## config.mk

```make
export PLATFORM = sky130hd
export DESIGN_NAME = split_sample_collector
export DESIGN_NICKNAME = d
export VERILOG_FILES = /design/src/rtl/split_pkg.sv /design/src/rtl/sample_fifo.sv /design/src/rtl/split_sample_collector.sv
export SDC_FILE = /design/constraint.sdc
export NUM_CORES = 1
export LEC_CHECK = 0
export ABC_CLOCK_PERIOD_IN_PS = 3950
export BUFFER_PORTS_ARGS = -buffer_cell sky130_fd_sc_hd__buf_2
export CELL_PAD_IN_SITES_DETAIL_PLACEMENT = 0
export CELL_PAD_IN_SITES_GLOBAL_PLACEMENT = 1
export CORE_AREA = 2 2 166 128
export CTS_CLUSTER_SIZE = 14
export DETAILED_ROUTE_END_ITERATION = 10
export DIE_AREA = 0 0 168 130
export PLACE_DENSITY = 0.81
export SLEW_MARGIN = 20
export SYNTH_ARGS = -nofsm -noshare
export SYNTH_HDL_FRONTEND = slang
export SYNTH_HIERARCHICAL = 1
export SYNTH_SLANG_ARGS = --single-unit
```

## constraint.sdc

```tcl
create_clock -name clk -period 3.95 [get_ports clk]
set_input_delay 1.185 -clock clk [delete_from_list [all_inputs] [get_ports clk]]
set_output_delay 1.185 -clock clk [all_outputs]
set_load 0.02 [all_outputs]
```

## src/rtl/split_pkg.sv

```systemverilog
// Shared types and defaults for the split-sample collector.
// Latency: n/a (declarations only).
// Backpressure: n/a.
package split_pkg;

    localparam int CNT_W          = 16;
    localparam int SAMPLE_W_DEF   = 32;
    localparam int NUM_SPLITS_DEF = 4;
    localparam int FIFO_DEPTH_DEF = 4;

    typedef enum logic [2:0] {
        IDLE  = 3'd0,
        FETCH = 3'd1,
        EVAL  = 3'd2,
        PUSH  = 3'd3,
        DONE  = 3'd4
    } state_e;

    // Increment that sticks at all-ones instead of wrapping.
    function automatic logic [CNT_W-1:0] sat_inc(input logic [CNT_W-1:0] v);
        return (v == {CNT_W{1'b1}}) ? v : v + {{(CNT_W-1){1'b0}}, 1'b1};
    endfunction

endpackage

```

## src/rtl/sample_fifo.sv

```systemverilog
// Generic synchronous FIFO holding accepted samples.
// Latency: a push is visible at the head on the next cycle; the head is read combinationally.
// Backpressure: push ignored when full, pop ignored when empty.
module sample_fifo #(
    parameter int WIDTH = 32,
    parameter int DEPTH = 4
) (
    input  logic             clk,
    input  logic             rst_n,
    input  logic             push,
    input  logic [WIDTH-1:0] push_data,
    input  logic             pop,
    output logic [WIDTH-1:0] pop_data,
    output logic             full,
    output logic             empty
);

    localparam int AW = $clog2(DEPTH);

    logic [WIDTH-1:0] mem_q [DEPTH];
    logic [AW:0]      wr_ptr_q, wr_ptr_d;
    logic [AW:0]      rd_ptr_q, rd_ptr_d;
    logic             do_push, do_pop;

    // The extra MSB separates full (MSBs differ) from empty (pointers equal).
    assign empty    = (wr_ptr_q == rd_ptr_q);
    assign full     = (wr_ptr_q[AW] != rd_ptr_q[AW]) &&
                      (wr_ptr_q[AW-1:0] == rd_ptr_q[AW-1:0]);
    assign do_push  = push && !full;
    assign do_pop   = pop && !empty;
    assign pop_data = mem_q[rd_ptr_q[AW-1:0]];

    // Next pointer values; both advance independently so push+pop keeps occupancy.
    always_comb begin
        wr_ptr_d = wr_ptr_q;
        rd_ptr_d = rd_ptr_q;
        if (do_push) wr_ptr_d = wr_ptr_q + 1'b1;
        if (do_pop)  rd_ptr_d = rd_ptr_q + 1'b1;
    end

    // Pointer registers; reset empties the buffer.
    always_ff @(posedge clk or negedge rst_n) begin
        if (!rst_n) begin
            wr_ptr_q <= '0;
            rd_ptr_q <= '0;
        end else begin
            wr_ptr_q <= wr_ptr_d;
            rd_ptr_q <= rd_ptr_d;
        end
    end

    // Storage array; contents need no reset because the pointers gate visibility.
    always_ff @(posedge clk) begin
        if (do_push) mem_q[wr_ptr_q[AW-1:0]] <= push_data;
    end

endmodule

```

## src/rtl/split_sample_collector.sv

```systemverilog
// Collects candidates that satisfy every external split constraint until a target count is reached.
// Latency: candidate transfer to accept/reject decision is 1 cycle; accepted sample enters FIFO the cycle after.
// Backpressure: cand_ready only in FETCH; controller stalls in PUSH while the FIFO is full.
module split_sample_collector
    import split_pkg::*;
#(
    parameter int SAMPLE_W   = SAMPLE_W_DEF,
    parameter int NUM_SPLITS = NUM_SPLITS_DEF,
    parameter int FIFO_DEPTH = FIFO_DEPTH_DEF
) (
    input  logic                  clk,
    input  logic                  rst_n,
    input  logic                  start,
    input  logic [CNT_W-1:0]      target_cnt,
    input  logic                  cand_valid,
    output logic                  cand_ready,
    input  logic [SAMPLE_W-1:0]   cand_data,
    output logic [SAMPLE_W-1:0]   split_vars,
    input  logic [NUM_SPLITS-1:0] split_x,
    output logic                  out_valid,
    input  logic                  out_ready,
    output logic [SAMPLE_W-1:0]   out_data,
    output logic [CNT_W-1:0]      accept_cnt,
    output logic [CNT_W-1:0]      reject_cnt,
    output logic                  busy,
    output logic                  done
);

    state_e              state_q, state_d;
    logic [SAMPLE_W-1:0] split_vars_q, split_vars_d;
    logic [CNT_W-1:0]    acc_q, acc_d;
    logic [CNT_W-1:0]    rej_q, rej_d;
    logic [CNT_W-1:0]    target_q, target_d;
    logic [CNT_W-1:0]    acc_inc;
    logic                fifo_push;
    logic                fifo_full;
    logic                fifo_empty;

    assign acc_inc    = acc_q + {{(CNT_W-1){1'b0}}, 1'b1};
    assign split_vars = split_vars_q;
    assign accept_cnt = acc_q;
    assign reject_cnt = rej_q;
    assign out_valid  = !fifo_empty;

    // Controller next state and Moore outputs.
    always_comb begin
        state_d      = state_q;
        split_vars_d = split_vars_q;
        acc_d        = acc_q;
        rej_d        = rej_q;
        target_d     = target_q;
        fifo_push    = 1'b0;
        cand_ready   = (state_q == FETCH);
        busy         = (state_q != IDLE);
        done         = (state_q == DONE);
        case (state_q)
            IDLE: begin
                if (start) begin
                    acc_d    = '0;
                    rej_d    = '0;
                    target_d = target_cnt;
                    state_d  = (target_cnt == '0) ? DONE : FETCH;
                end
            end
            FETCH: begin
                if (cand_valid) begin
                    split_vars_d = cand_data;
                    state_d      = EVAL;
                end
            end
            EVAL: begin
                // Accept only when every split reports its constraint satisfied.
                if (&split_x) begin
                    state_d = PUSH;
                end else begin
                    rej_d   = sat_inc(rej_q);
                    state_d = FETCH;
                end
            end
            PUSH: begin
                if (!fifo_full) begin
                    fifo_push = 1'b1;
                    acc_d     = acc_inc;
                    state_d   = (acc_inc == target_q) ? DONE : FETCH;
                end
            end
            DONE: begin
                state_d = IDLE;
            end
            default: begin
                state_d = IDLE;
            end
        endcase
    end

    // Controller registers; reset abandons any run in progress.
    always_ff @(posedge clk or negedge rst_n) begin
        if (!rst_n) begin
            state_q      <= IDLE;
            split_vars_q <= '0;
            acc_q        <= '0;
            rej_q        <= '0;
            target_q     <= '0;
        end else begin
            state_q      <= state_d;
            split_vars_q <= split_vars_d;
            acc_q        <= acc_d;
            rej_q        <= rej_d;
            target_q     <= target_d;
        end
    end

    sample_fifo #(
        .WIDTH (SAMPLE_W),
        .DEPTH (FIFO_DEPTH)
    ) u_fifo (
        .clk       (clk),
        .rst_n     (rst_n),
        .push      (fifo_push),
        .push_data (split_vars_q),
        .pop       (out_ready),
        .pop_data  (out_data),
        .full      (fifo_full),
        .empty     (fifo_empty)
    );

endmodule

```

# Yosys cells after proc, flatten, opt, wreduce, memory -nomap -nowiden
# Memories as Yosys holds them, arrays and structs flattened.
# Cells that the tools add are included.
totals:
  ram_bits: 128
  n_memories: 1
  output_inout_bits: 100
  elab_cells: 59
  input_bits: 57
  reg_bits: 89
mem_list:
  columns: ["name", "words", "width", "rd", "rd_ports_with_merged_regs", "wr", "line_no", "rtl"]
  rows:
  - ["u_fifo.mem_q", 4, 32, 1, 0, 1, "sample_fifo.sv:20", "logic [WIDTH-1:0] mem_q [DEPTH];"]
classes:
  muxes: 17
  n_reduce_logical: 16
  eq_ne: 14
  add_sub_neg: 4
ops:
  columns: ["op", "n"]
  rows:
  - ["$mux 16", 4]
  - ["$pmux 16 s2", 2]
  - ["$add 16x1->16 const B", 2]
  - ["$eq 16x16->1", 1]
  - ["$eq 16x16->1 const B", 1]
  - ["$logic_not 16->1", 1]
  - ["$mux 3", 5]
  - ["$pmux 3 s4", 1]
  - ["$ne 2x2->1 const B", 5]
  - ["$reduce_and 4->1", 2]
  - ["$add 3x1->3 const B", 2]
  - ["$eq 3x2->1 const B", 2]
  - ["$reduce_and 3->1", 2]
  - ["$mux 1", 4]
  - ["$reduce_and 2->1", 2]
  - ["$reduce_bool 2->1", 2]
  - ["$eq 3x1->1 const B", 1]
  - ["$eq 3x3->1", 1]
  - ["$eq 3x3->1 const B", 1]
  - ["$logic_and 1x1->1", 3]
  - ["$logic_not 3->1", 1]
  - ["$reduce_bool 3->1", 1]
  - ["$eq 2x2->1", 1]
  - ["$logic_not 1->1", 2]
  - ["2 further kinds", 2]

# Logic depth before layout (Yosys ltp)
logic_depth:
  ltp_word: 7
  ltp_mapped: 12
  depth_no_buf: 9

# Hierarchy
# Netlist, hierarchy kept.
by_module_without_submodules:
  columns: ["mod", "area_per_inst_um2", "n_inst", "seq_area_each_um2", "cells_each"]
  rows:
  - ["sample_fifo", 5138.7, 1, 3993.8, 219]
  - ["split_sample_collector", 4219.0, 1, 2077.0, 385]

# Least setup slack after synthesis
# No wires, ideal clock.
synth_timing:
  kind: "reg-to-reg"
  startpoint: "register u_fifo.rd_ptr_q[0]"
  endpoint: "memory u_fifo.mem_q[0][0] (enable)"
  t_required_ns: 3.558
  path_stages_with_launch: 13
  slack_ns: 0.800
  n_path_buf: 3
  arrival_ns: 2.758
  setup_time_ns: 0.392
  period_less_slack_ns: 3.150
  cell_sequence: "dfrtp_1 buf_6 xnor2_2 buf_6 nand3_1 inv_1 nor2b_1 nand3b_1 inv_1 buf_2 inv_1 a31oi_4 and2_1"
synth_between:
  elab_chain_len: 7
  elab_cells_between_ends: 8
  classes_between: "1 x eq/ne; 4 x mux; 3 x reduce/logical"
synth_lines:
  columns: ["element", "line_no", "rtl"]
  rows:
  - ["from (decl)", "sample_fifo.sv:22", "logic [AW:0] rd_ptr_q, rd_ptr_d;"]
  - ["from (signal assigned)", "sample_fifo.sv:48", "rd_ptr_q <= rd_ptr_d;"]
  - ["$eq 2x2->1", "sample_fifo.sv:28", "(wr_ptr_q[AW-1:0] == rd_ptr_q[AW-1:0]);"]
  - ["$logic_and 1x1->1", "sample_fifo.sv:27", "assign full = (wr_ptr_q[AW] != rd_ptr_q[AW]) &&"]
  - ["via fifo_full", "split_sample_collector.sv:36", "logic fifo_full;"]
  - ["$mux 1", "split_sample_collector.sv:81", "if (!fifo_full) begin"]
  - ["$mux 1", "split_sample_collector.sv:56", "case (state_q)"]
  - ["via fifo_push", "split_sample_collector.sv:35", "logic fifo_push;"]
  - ["$logic_and 1x1->1", "sample_fifo.sv:29", "assign do_push = push && !full;"]
  - ["$mux 1", "sample_fifo.sv:54", "if (do_push) mem_q[wr_ptr_q[AW-1:0]] <= push_data;"]
  - ["$mux 1 (implied by the code)", "sample_fifo.sv:54", null]
  - ["to (decl)", "sample_fifo.sv:20", null]
# The timed path passes the listed nets, and every way through them passes these cells.

# Worst setup path after layout
layout_timing:
  startpoint: "register u_fifo.rd_ptr_q[0]"
  endpoint: "output out_data[16]"
layout_between:
  elab_chain_len: 1
layout_lines:
  columns: ["element", "line_no", "rtl"]
  rows:
  - ["$mem_v2 4x32", null, null]
  - ["to (decl)", "split_sample_collector.sv:22", "output logic [SAMPLE_W-1:0] out_data,"]
# Every way passes these cells.

==> results.py <==
metrics = {
    "synthesis": {
        "yosysMostFrequentCell": "edfxtp_1",
        "synthTopCellsByArea": "edfxtp_1, dfrtp_1, mux4_2, mux2_2, xnor2_1",
        "ys_seq_area_share_pct": 64.9,
        "yosysTopAreaCell": "edfxtp_1",
        "synth-async-reset-ratio_pct": 41.0,
        "ys_types": 61,
        "syn_nets": 668,
        "ys_ff_latch": 217,
        "syn_inst": 604,
        "synthFlopType": "edfxtp_1",
        "syn_area_per_cell_um2": 15.5,
        "netlist_area_mm2": 0.00936,
        "yosys_warnings": 6,
        "synth_top_cell_area_share_pct": 41.1,
        "synth-edff-count": 128,
        "synth_commonest_cells": "edfxtp_1, dfrtp_1, mux2_2",
    },
    "worst_setup_path": {
        "critPathLaunchType": "flip-flop",
        "critPathCaptureType": "primary output",
        "cp.arrival_ps": 2280,
        "reg2reg_to": "accept_cnt[5]$_DFFE_PN0P_",
        "critPathKind": "reg -> out",
        "ff2ff_setup_slack_ps": 920,
        "reg2reg_from": "u_fifo/wr_ptr_q[0]$_DFFE_PN0P_",
        "r2r_cells": 11,
        "required_ps": 2760,
        "crit_fanout": 34,
    },
    "sta": {
        "fin_crit_sh_pct": 87.8,
        "relSlewSlack_pct": 37.8,
        "fin_crit_ps": 3470,
        "rsz0062_at_grt": "no",
        "finalHoldViolCount": 0,
        "fmax_mhz": 288,
        "finalSetupViolations": 0,
        "drv_slew": 0,
        "setup_tns_ps": 0,
        "layout_setup_ws_ps": 481,
        "fin_worst_skew_ps": 10.6,
        "worstMarginPinSlew_ps": 933,
    },
    "hold_path": {
        "hold_path_depth": 0,
        "holdPathEnd": "u_fifo/mem_q[3][5]$_DFFE_PP_",
        "worstHoldStart": "split_vars[5]$_DFFE_PN0P_",
        "hold_class": "reg -> reg",
    },
    "floorplanning": {
        "io-pin-count": 157,
        "start_util_pct": 45.8,
        "die_area_mm2": 0.0218,
        "rows": 46,
        "core_mm2": 0.0204,
        "die_w_um": 168,
        "die_h_um": 130,
    },
    "detailed_routing": {
        "routedWlPerCell_um": 19.2,
        "postRouteAntennaNets": 0,
        "wirelength_um": 20100,
        "viasPerCell": 5.56,
        "vias": 5821,
        "drc_errors": 0,
        "first_iter_violations": 352,
        "firstDrtPassIters": 4,
    },
    "finish": {
        "area_delta_synth_final_pct": 19.1,
        "nNetsFinal": 831,
        "n_antenna_cell": 0,
        "drive_gt1_share_pct": 38.4,
        "final_area_mm2": 0.0111,
    },
    "clocking": {
        "cts_sinks": 217,
        "clk_pin_slew_ps": 60,
        "post-cts-setup-buffer-count": 0,
        "cts_buffers": 22,
        "cts_max_level": 1,
        "cts_buffer_depth": 3,
        "insertion_delay_ps": 490,
        "cts_tree": "built",
        "cts_resized": 0,
        "root_buffer": "clkbuf_16",
        "ctsHoldBuffers": 0,
    },
    "global_route": {
        "gr-total-overflow": 0,
        "antenna_found_initial": 0,
        "grt_pass1_wl_um": 31300,
        "grt_pass1_vias": 5709,
        "grt_usage_pct": 18.3,
        "grt_max_degree": 58,
    },
    "place": {
        "gp_congestion": 0.854,
        "port-buffer-count": 156,
        "dp_hpwl_um": 13600,
        "preCtsSetupSlack_ps": 704,
        "placed_area_mm2": 0.0104,
    },
    "power": {
        "power_density_mw_per_mm2": 809,
        "peakVddDrop_mv": 0.394,
        "power.leakage_uw": 0.00438,
    },
    "outcome": {
        "status": "completed",
    },
    "flow_run": {
        "max_cap_viol_count": 0,
    },
}
## kinds of logic after synthesis
group                    Yosys count  share of synthesized area [%]
buffers and inverters             38                           2.15
adder cells (fa/ha/maj)            7                          0.936
flip-flops                       217                           64.9
AND/OR/NAND/NOR                  139                           8.16
AO/OA/AOI/OAI                     84                           6.53
multiplexers                      80                           13.5
XOR/XNOR                          39                           3.89
## placed cells by master, fill, tap and decap left out, drive strengths merged, types with 3 or more instances in the layout
cell | synthesis | layout
buf | 20 | 165
edfxtp | 128 | 128
dfrtp | 89 | 89
mux2 | 47 | 47
mux4 | 32 | 32
nor2 | 31 | 31
nand2 | 30 | 30
o21ai | 30 | 30
clkbuf | 6 | 29
xnor2 | 20 | 20
nand3 | 19 | 19
xor2 | 19 | 19
a21oi | 14 | 14
nand4 | 13 | 13
inv | 12 | 12
and2 | 11 | 11
o31ai | 7 | 7
ha | 7 | 7
a31oi | 7 | 7
clkinv | 0 | 7
and3 | 5 | 5
and4 | 5 | 5
a21o | 5 | 5
nor4 | 5 | 5
nor3 | 4 | 4
nor3b | 3 | 3
nand3b | 3 | 3
o211ai | 3 | 3
nand2b | 3 | 3
bufinv | 0 | 3
## critical path: stages, from the launching register on
cell and delay, ps:
dfrtp_2 380, buf_4 580, mux4_2 620, buf_2 180
## cell type report
class,count,area (um^2)
flip-flops and latches,217,6070
multi-input cells,349,3090
repair buffers,165,863
fillers,1629,9290
well taps,264,330
clock inverters,11,129
clock buffers,29,608
inverters,12,45.0
## worst max path at each step
| stage | start | slack (ps) | end | cells past startpoint |
|---|---|---|---|---|
| final | u_fifo/rd_ptr_q[0]$_DFFE_PN0P_ | 480 | out_data[16] | 3 |
| after global routing | u_fifo/rd_ptr_q[0]$_DFFE_PN0P_ | 360 | out_data[16] | 3 |
| after CTS | u_fifo/rd_ptr_q[0]$_DFFE_PN0P_ | 420 | out_data[16] | 3 |
| after detailed placement | split_x[0] | 700 | accept_cnt[5]$_DFFE_PN0P_ | 7 |
| after global placement | split_x[0] | 760 | target_q[11]$_DFFE_PN0P_ | 6 |
| after floorplan | u_fifo/rd_ptr_q[0]$_DFFE_PN0P_ | 800 | u_fifo/mem_q[0][0]$_DFFE_PP_ | 12 |
## metrics by stage
step | power (uW) | utilization [%] | cells | hold slack [ps]
3_5_place_dp | 7010 | 50.9 | 1007 | 517
4_1_cts | 9120 | 54.5 | 1047 | 534
6_report | 9010 | 54.5 | 1047 | 532
2_1_floorplan | 5980 | - | 604 | 499
5_1_grt | 9490 | 54.5 | 1047 | 557
3_3_place_gp | 6860 | 50.9 | 1007 | 505
## per-layer routing
layer	GRT usage [%]	vias up	wire, um
met3	4.25	20	1340
met5	0	-	0
met1	26.1	2971	9310
met4	4.19	0	230
met2	28.9	197	9260
li1	-	2633	-
## sequential cells by signal, summed over array words and instances (netlist names)
signal,count
u_fifo/mem_q,128
split_vars,32
accept_cnt,16
reject_cnt,16
target_q,16
state_q,3
u_fifo/rd_ptr_q,3
u_fifo/wr_ptr_q,3
## power breakdown
group | internal, uW | switching (uW) | total, uW
Clock | 1280 | 815 | 2090
Sequential | 3230 | 543 | 3770
Combinational | 1290 | 1860 | 3150
Total | 5800 | 3210 | 9010
Note: power is estimated with default switching activity, not from simulation.
